===== src/rtl/div16_progressive.sv =====
// Sequential signed restoring divider: Q1.30 dividend / Q0.15 divisor -> Q0.15 quotient,
// one quotient bit per cycle, with early Q0.3 and Q0.7 truncations of the running quotient.
module div16_progressive (
    input  logic        clk,
    input  logic        rst,
    input  logic        valid_in,
    output logic        ready_out,
    input  logic [31:0] dividend,
    input  logic [15:0] divisor,
    output logic [3:0]  q0_3_out,
    output logic        q0_3_valid,
    output logic [7:0]  q0_7_out,
    output logic        q0_7_valid,
    output logic [15:0] q0_15_out,
    output logic        q0_15_valid,
    output logic        overflow,
    output logic        div_by_zero
);

    // Handshake: a request is taken on any rising edge where valid_in && ready_out.
    // ready_out is high exactly while IDLE; valid_in in any other state is ignored,
    // and dividend/divisor are only looked at on the accepting edge.

    typedef enum logic [1:0] {
        IDLE = 2'd0,
        RUN  = 2'd1,
        OUT  = 2'd2
    } state_t;

    state_t      state;
    state_t      state_nxt;

    logic [31:0] rem;
    logic [15:0] mag_d;
    logic [15:0] mag;
    logic [3:0]  cnt;
    logic        sign;
    logic        forced;
    logic        ovf_r;
    logic        dz_r;

    logic        accept;
    logic [31:0] mag_n_in;
    logic [15:0] mag_d_in;
    logic        sign_in;
    logic        dz_in;
    logic        ovf_in;
    logic [31:0] trial;
    logic        fits;

    assign accept   = valid_in && ready_out;
    assign mag_n_in = dividend[31] ? (~dividend + 32'd1) : dividend;
    assign mag_d_in = divisor[15] ? (~divisor + 16'd1) : divisor;
    assign sign_in  = dividend[31] ^ divisor[15];
    assign dz_in    = (divisor == 16'd0);
    // Quotient of 1.0 or more cannot be held in Q0.15; exact -1.0 is flagged too.
    assign ovf_in   = !dz_in && (mag_n_in >= {1'b0, mag_d_in, 15'd0});

    // Shifted divisor for the current bit position; at most 31 significant bits.
    assign trial = {16'd0, mag_d} << cnt;
    assign fits  = (rem >= trial);

    assign ready_out = (state == IDLE);

    always_ff @(posedge clk) begin
        if (rst) begin
            state <= IDLE;
        end else begin
            state <= state_nxt;
        end
    end

    always_comb begin
        state_nxt = state;
        case (state)
            IDLE:    if (accept) state_nxt = RUN;
            RUN:     if (cnt == 4'd0) state_nxt = OUT;
            OUT:     state_nxt = IDLE;
            default: state_nxt = IDLE;
        endcase
    end

    always_ff @(posedge clk) begin
        if (rst) begin
            rem         <= 32'd0;
            mag_d       <= 16'd0;
            mag         <= 16'd0;
            cnt         <= 4'd0;
            sign        <= 1'b0;
            forced      <= 1'b0;
            ovf_r       <= 1'b0;
            dz_r        <= 1'b0;
            q0_3_out    <= 4'd0;
            q0_3_valid  <= 1'b0;
            q0_7_out    <= 8'd0;
            q0_7_valid  <= 1'b0;
            q0_15_out   <= 16'd0;
            q0_15_valid <= 1'b0;
            overflow    <= 1'b0;
            div_by_zero <= 1'b0;
        end else begin
            q0_3_valid  <= 1'b0;
            q0_7_valid  <= 1'b0;
            q0_15_valid <= 1'b0;
            case (state)
                IDLE: begin
                    if (accept) begin
                        sign   <= sign_in;
                        forced <= dz_in || ovf_in;
                        ovf_r  <= ovf_in;
                        dz_r   <= dz_in;
                        rem    <= mag_n_in;
                        mag_d  <= mag_d_in;
                        cnt    <= 4'd15;
                        // For divide-by-zero sign_in equals the dividend sign, so one
                        // saturation rule covers both forced cases.
                        if (dz_in || ovf_in) begin
                            mag <= sign_in ? 16'h8000 : 16'h7FFF;
                        end else begin
                            mag <= 16'd0;
                        end
                    end
                end
                RUN: begin
                    if (!forced && fits) begin
                        rem      <= rem - trial;
                        mag[cnt] <= 1'b1;
                    end
                    cnt <= cnt - 4'd1;
                    // Upper bits are final once the step for the next lower bit runs.
                    if (cnt == 4'd11) begin
                        q0_3_out   <= sign ? (~mag[15:12] + 4'd1) : mag[15:12];
                        q0_3_valid <= 1'b1;
                    end
                    if (cnt == 4'd7) begin
                        q0_7_out   <= sign ? (~mag[15:8] + 8'd1) : mag[15:8];
                        q0_7_valid <= 1'b1;
                    end
                end
                OUT: begin
                    q0_15_out   <= sign ? (~mag + 16'd1) : mag;
                    q0_15_valid <= 1'b1;
                    overflow    <= ovf_r;
                    div_by_zero <= dz_r;
                end
                default: ;
            endcase
        end
    end

endmodule


===== config.mk =====
export PLATFORM = sky130hd
export DESIGN_NAME = div16_progressive
export DESIGN_NICKNAME = d
export VERILOG_FILES = /design/src/rtl/div16_progressive.sv
export SDC_FILE = /design/constraint.sdc
export NUM_CORES = 1
export LEC_CHECK = 0
export BUFFER_PORTS_ARGS = -buffer_cell sky130_fd_sc_hd__buf_2
export CORE_MARGIN = 3
export CORE_UTILIZATION = 35
export CTS_CLUSTER_SIZE = 12
export DETAILED_ROUTE_END_ITERATION = 16
export GPL_TIMING_DRIVEN = 0
export PLACE_DENSITY = 0.63
export SYNTH_ARGS = -nofsm -noshare
export SYNTH_HDL_FRONTEND = slang
export SYNTH_SLANG_ARGS = --single-unit

===== constraint.sdc =====
create_clock -name clk -period 12.6 [get_ports clk]
set_clock_uncertainty 0.05 [all_clocks]
set_input_delay 1.26 -clock clk [delete_from_list [all_inputs] [get_ports clk]]
set_output_delay 1.26 -clock clk [all_outputs]
set_load 0.05 [all_outputs]

==> metrics.yaml, run 1 <==
finalHoldViolCount: 0
outcome: "finished clean"
ff2ff_setup_slack_ps: 6830
floorplan.die_area_sq_um: 26600
clock_tree.root_cell: "sky130_fd_sc_hd__clkbuf_16"
ys_ff_latch: 107
synth-main-ff-cell: "sky130_fd_sc_hd__dfxtp_1"
die_height_um: 163
min_delay_path_depth: 2
critPathArrivalTime_ps: 5940
synth_cell_area_sq_um: 8630
std_cell_rows: 56
top_layer: "met4"
finish.net_count: 1313
cpMaxStageDelayCell: "sky130_fd_sc_hd__buf_1"
n_fill_cell: 2504
yosys_warnings: 0
met1_length_um: 13900
cell_internal_pwr_uw: 961
worst_ir_drop_vdd_uv: 88.3
grt_pass1_vias: 8296
max_cap_viol_count: 0
worst_path_most_repeated_cell: "sky130_fd_sc_hd__clkbuf_1"
finalSetupViolCount: 0
power_density_nw_per_um2: 187
seq_area_sq_um: 2140
synth-seq-area-share_pct: 24.8
p_total_mw: 1.83
io_buffers: 79
syn_nets: 1223
relSlewSlack_pct: 33.4
cells_resized_by_post_cts_repair: 0
wirelength_um: 31300
max_freq_mhz: 173
worst_r2r_endpoint: "rem[18]"
power.share.combinational_pct: 58.6
antenna_found_initial: 0
crit_path_cell_trace: "clkbuf_1 > clkbuf_1 > clkbuf_1 > o21ai_0 > o21ai_0 > a22oi_1 > ha_1 > clkbuf_1 > nand2_1 > o21ai_0 > a41oi_1 > a311o_1 > nand2_1 > buf_2 > buf_1 > a311oi_1"
globalRouteTotalUtil_pct: 23.3
hold_path_end: "q0_15_out[10]"
cp-start-kind: "flip-flop"
half_perimeter_wire_length_after_detailed_placement_um: 24800
multi_input_comb_area_sq_um: 6070
clock_sinks: 107
sequentialPowerShare_pct: 23.8
h-tree-depth: 3
dp.cells: 1513
detailroute.via_count: 8875
worstReg2RegStart: "cnt[0]"
report.final.slew_viol_count: 0
synth_cell_types: 69
setup.worst_path.class: "flip-flop to flip-flop"
routed_length_on_met3_um: 2300
min_from: "q0_15_out[10]"
p_leak_nw: 3.73
detailedRoute.firstPassIterationCount: 5
length_in_cells_of_the_worst_reg_to_reg_path: 16
avgViaCountPerCell: 5.80
design.core.area_sq_um: 23800
largest_net_degree_at_the_start_of_global_routing: 22
drive_gt1_share_pct: 11.7
clockPowerShare_pct: 17.6
count_of_flip_flops_with_a_built_in_enable_after_synthesis: 0
clock_insertion_delay_worst_skew_ps: 370
grt-ovfl-total: 0
tritoncts: "yes"
detailedPlace.worstSlack_ps: 6540
gp_routability_congestion: 0.977
met2_wirelength_from_detailed_routing_um: 14000
timing.final.ws_setup_ps: 6830
worst_ep_required_time_ps: 12770
area_delta_synth_final_pct: 12.9
finalNonFillerCells: 1529
netlist_instances: 1115
min-delay-path-class: "flip-flop to flip-flop"
route.detailed.wl_per_inst_um: 20.4
io_pins: 85
drt_iter0_drc: 644
grt_first_pass_wirelength_um: 48200
cts-buffers-inserted: 9
async_reset_ff_share_pct: 0
setup_tns_ps: 0
total_switching_power_uw: 866
mean_instance_size_in_the_synthesized_netlist_sq_um: 7.74
postCtsSetupRepairBufs: 0
setup_repair_after_global_routing_missed_its_margin: "false"
chipWidth_um: 163
cts_max_path_buffers: 2
critical-path-max-stage-delay_ps: 580
endpoint_kind: "flip-flop"
period_share_pct: 45.8
route.antenna.remaining_nets: 0
period_minus_slack_ps: 5770
slew_at_the_pin_closest_to_its_max_slew_limit_ps: 991
antennaDiodeCount: 0
initial_core_util_pct: 36.2
critical_path_peak_fanout: 10
drc: 0
switching_share_pct: 47.4
holdBufCountCts: 0
clk_pin_slew_ps: 90
## area by class of cell
type	count	area share (%)
Inverter	29	1.12
Clock buffer	9	2.31
Clock inverter	7	1.00
Multi-Input combinational cell	902	62.3
Buffer	77	3.13
Tap cell	319	4.09
Timing Repair Buffer	79	4.06
Sequential cell	107	22.0
## power groups by stage
stage / Sequential [mW] / Combinational (mW) / Clock (mW)
5_1_grt: 0.442 / 1.18 / 0.333
3_3_place_gp: 0.441 / 1.04 / 0
6_report: 0.436 / 1.07 / 0.321
4_1_cts: 0.434 / 1.05 / 0.324
3_5_place_dp: 0.442 / 1.04 / 0
2_1_floorplan: 0.436 / 0.781 / 0
## cell usage after synthesis (all sizes together) (25+ instances only)
cell | instances | area share [%]
nor3 | 30 | 1.8
o21ai | 65 | 3.8
ha | 56 | 8.1
nor2 | 116 | 5.0
a21oi | 79 | 4.6
clkbuf | 66 | 2.9
dfxtp | 107 | 25
nand2 | 112 | 4.9
nand3 | 25 | 1.4
xnor2 | 45 | 4.6
xor2 | 33 | 3.3
a211oi | 61 | 5.3
inv | 29 | 1.3
## placed cells by master (no fill, tap or decap), drive strengths merged, types with 10 or more instances in the layout
master    n
a21oi    79
o21ai    65
or3      13
or4      10
o31ai    17
ha       56
nor2    116
nor3     30
inv      35
nor2b    10
o211ai   13
nand3    25
nand2   112
xnor2    45
nand4    11
dfxtp   107
a211oi   61
mux2i    23
a21o     16
clkbuf   75
and3     11
buf      90
a31oi    22
xor2     33
a221oi   13
## worst max-delay path by stage
stage,start,endpoint,slack [ps]
after detailed placement,divisor[5],mag[0],6540
after floorplan,divisor[5],mag[10],7540
after global routing,cnt[0],rem[13],6320
final,cnt[0],rem[18],6830
after global placement,divisor[5],mag[14],6600
after CTS,divisor[5],mag[0],6900
## per-stage QoR
stage	utilization, %	hold slack (ps)	cell area [sq um]
after floorplan	-	382	8630
final	40.9	405	9750
after global placement	39.6	386	9430
after CTS	40.9	406	9750
after global routing	40.9	429	9750
after detailed placement	39.6	394	9430
## cell families after synthesis
logic type	after synthesis	share of synthesized area [%]
simple gates	381	21.1
compound gates	348	27.2
flops	107	24.8
buf+inv	106	4.80
xor+xnor	78	7.92
fa+ha+maj	57	8.35
mux	38	5.80
## sequential cells by signal, indices dropped and copies added, names as in the netlist, 2 cells and up
| register | count |
|---|---|
| state | 2 |
| mag | 16 |
| q0_3_out | 4 |
| q0_15_out | 16 |
| cnt | 4 |
| q0_7_out | 8 |
| mag_d | 16 |
| rem | 32 |
## worst max-delay path: cells and delay by family (launching register included)
family                   cells  cell delay [ps]
AND/OR/NAND/NOR              2              260
buffers and inverters        6             2470
adder cells (fa/ha/maj)      1              330
AO/OA/AOI/OAI                7             2110
flip-flops                   1              370
## layer usage
| layer | GRT usage, % | up-vias |
|---|---|---|
| li1 | - | 4282 |
| met1 | 31.1 | 4189 |
| met2 | 37.3 | 340 |
| met3 | 4.51 | 64 |
| met4 | 8.57 | 0 |
| met5 | 0 | - |
Note: power is estimated with default switching activity, not from simulation.
==> inputs of run 2 (changes only) <==
==> constraint.sdc (replaced) <==
create_clock -name clk -period 5.4 [get_ports clk]
set_clock_uncertainty 0.05 [all_clocks]
set_input_delay 0.54 -clock clk [delete_from_list [all_inputs] [get_ports clk]]
set_output_delay 0.54 -clock clk [all_outputs]
set_load 0.05 [all_outputs]
==> metrics.yaml, run 2 (synthesis results as in run 1) <==
most-common-layout-cells: "sky130_fd_sc_hd__nor2_1, sky130_fd_sc_hd__nand2_1, sky130_fd_sc_hd__dfxtp_1"
relSlewSlack_pct: 34.9
finalNonFillerCells: 1527
clock_tree.root_cell: "sky130_fd_sc_hd__clkbuf_16"
route.detailed.wl_per_inst_um: 20.5
io_buffers: 79
detailroute.via_count: 8845
grt_pass1_vias: 8288
largest_net_degree_at_the_start_of_global_routing: 22
min-delay-path-class: "flip-flop to flip-flop"
p_total_mw: 4.28
path_delay_family: "compound AO/OA/AOI/OAI gates"
layout_commonest_cell: "sky130_fd_sc_hd__nor2_1"
critical_path_peak_fanout: 10
largest_register: "rem"
slew_at_the_pin_closest_to_its_max_slew_limit_ps: 969
cts_max_path_buffers: 2
grtUsageMet1_pct: 31.1
largest_register_ff_count: 32
holdBufCountCts: 0
grt-ovfl-total: 0
critical-path-max-stage-delay_ps: 520
area_delta_synth_final_pct: 13.0
endpoint_kind: "flip-flop"
antenna_found_initial: 0
period_minus_slack_ps: 5100
finalSetupViolCount: 0
crit_path_cell_trace: "clkbuf_1 > mux2i_1 > o21ai_0 > mux2i_1 > or2_2 > ha_1 > nand2_1 > nor2_1 > a311oi_2 > a21o_1 > a311o_1 > nand2_1 > clkbuf_1 > a31oi_1 > a221oi_2"
worst_ir_drop_vdd_uv: 206
report.final.slew_viol_count: 0
dpl_cell_area_sq_um: 9430
tritoncts: "yes"
chipWidth_um: 163
ff2ff_setup_slack_ps: 300
cp_num_buf_inv: 2
antennaDiodeCount: 0
critPathArrivalTime_ps: 5330
initial_core_util_pct: 36.2
top_usage_layer: "met2"
die_height_um: 163
detailedPlace.worstSlack_ps: -266
wirelength_um: 31300
cts-buffers-inserted: 9
std_cell_rows: 56
gr-usage-met2_pct: 37.2
clock_sinks: 107
clock_insertion_delay_worst_skew_ps: 370
drc: 0
grtUsageMet3_pct: 4.51
postLayoutCellArea_sq_um: 9760
postCtsSetupRepairBufs: 0
globalRouteTotalUtil_pct: 23.2
floorplan.die_area_sq_um: 26600
gp_routability_congestion: 0.977
max_cap_viol_count: 0
setup.worst_path.class: "flip-flop to flip-flop"
avgViaCountPerCell: 5.79
final_util_pct: 41.0
outcome: "finished clean"
p_leak_nw: 3.74
design.core.area_sq_um: 23800
detailedRoute.firstPassIterationCount: 5
period_share_pct: 94.4
n_fill_cell: 2501
half_perimeter_wire_length_after_detailed_placement_um: 24800
timing.final.ws_setup_ps: 300
drt_iter0_drc: 694
worst_ep_required_time_ps: 5630
h-tree-depth: 3
finalHoldViolCount: 0
dp.cells: 1513
max_freq_mhz: 196
cp-start-kind: "flip-flop"
drive_gt1_share_pct: 12.2
finish.net_count: 1311
clk_pin_slew_ps: 80
setup_repair_after_global_routing_missed_its_margin: "false"
cpMaxStageDelayCell: "sky130_fd_sc_hd__clkbuf_1"
grt_first_pass_wirelength_um: 48100
route.antenna.remaining_nets: 0
io_pins: 85
power_density_nw_per_um2: 438
==> run 2: changes by cell type in the layout (fill, tap and decap cells not counted) <==
cell	before	now
sky130_fd_sc_hd__clkbuf_2	0	2
sky130_fd_sc_hd__a311oi_2	0	1
sky130_fd_sc_hd__clkbuf_1	66	63
sky130_fd_sc_hd__buf_2	83	84
sky130_fd_sc_hd__o21ai_0	62	61
sky130_fd_sc_hd__a211oi_2	0	1
sky130_fd_sc_hd__o21ai_1	2	3
sky130_fd_sc_hd__a311oi_1	7	6
sky130_fd_sc_hd__a211oi_1	61	60
sky130_fd_sc_hd__buf_1	5	3
==> run 2: stage by stage <==
stage	hold slack, ps	TNS (ps)
CTS	406	0
floorplan	382	0
global route	429	0
global placement	386	-4620
finish	405	0
detailed placement	394	-6070
==> run 2: power breakdown <==
group          switching [mW]  internal, mW
sequential             0.0979         0.918
combinational            1.57         0.950
clock                   0.365         0.380
==> run 2: per-layer routing <==
layer  part of all wire [%]  vias up
met4                    3.4        0
met2                     45      330
met3                    6.9       60
li1                       -     4277
met1                     45     4178
met5                      0        -
==> run 2: tightest hold or removal path, cell delays in order (launching register included) <==
cell and delay [ps]:
sky130_fd_sc_hd__dfxtp_1 320, sky130_fd_sc_hd__nand2_1 50, sky130_fd_sc_hd__a21oi_1 50
==> run 2: what timing repair did <==
item	CTS	global route
gates resized for setup	3	3
gates cloned	0	0
endpoints found under the setup margin	40	48
hold endpoints to repair	0	0
==> run 2: path summary, 6_finish.rpt <==
path / from / endpoint / depth (start not counted)
max reg2reg: cnt[1] / mag[9] / 15
min reg2reg: q0_15_out[10] / q0_15_out[10] / 2
min: q0_15_out[10] / q0_15_out[10] / 2
max: cnt[1] / mag[9] / 15
==> run 2: area by class of cell <==
class	instances	area, sq um	share of cell area (%)
Tap cell	319	399	4.09
Inverter	29	109	1.12
Multi-Input combinational cell	902	6090	62.4
Timing Repair Buffer	79	395	4.05
Buffer	75	302	3.09
Sequential cell	107	2140	22.0
Clock buffer	9	225	2.31
Clock inverter	7	97.6	1.00
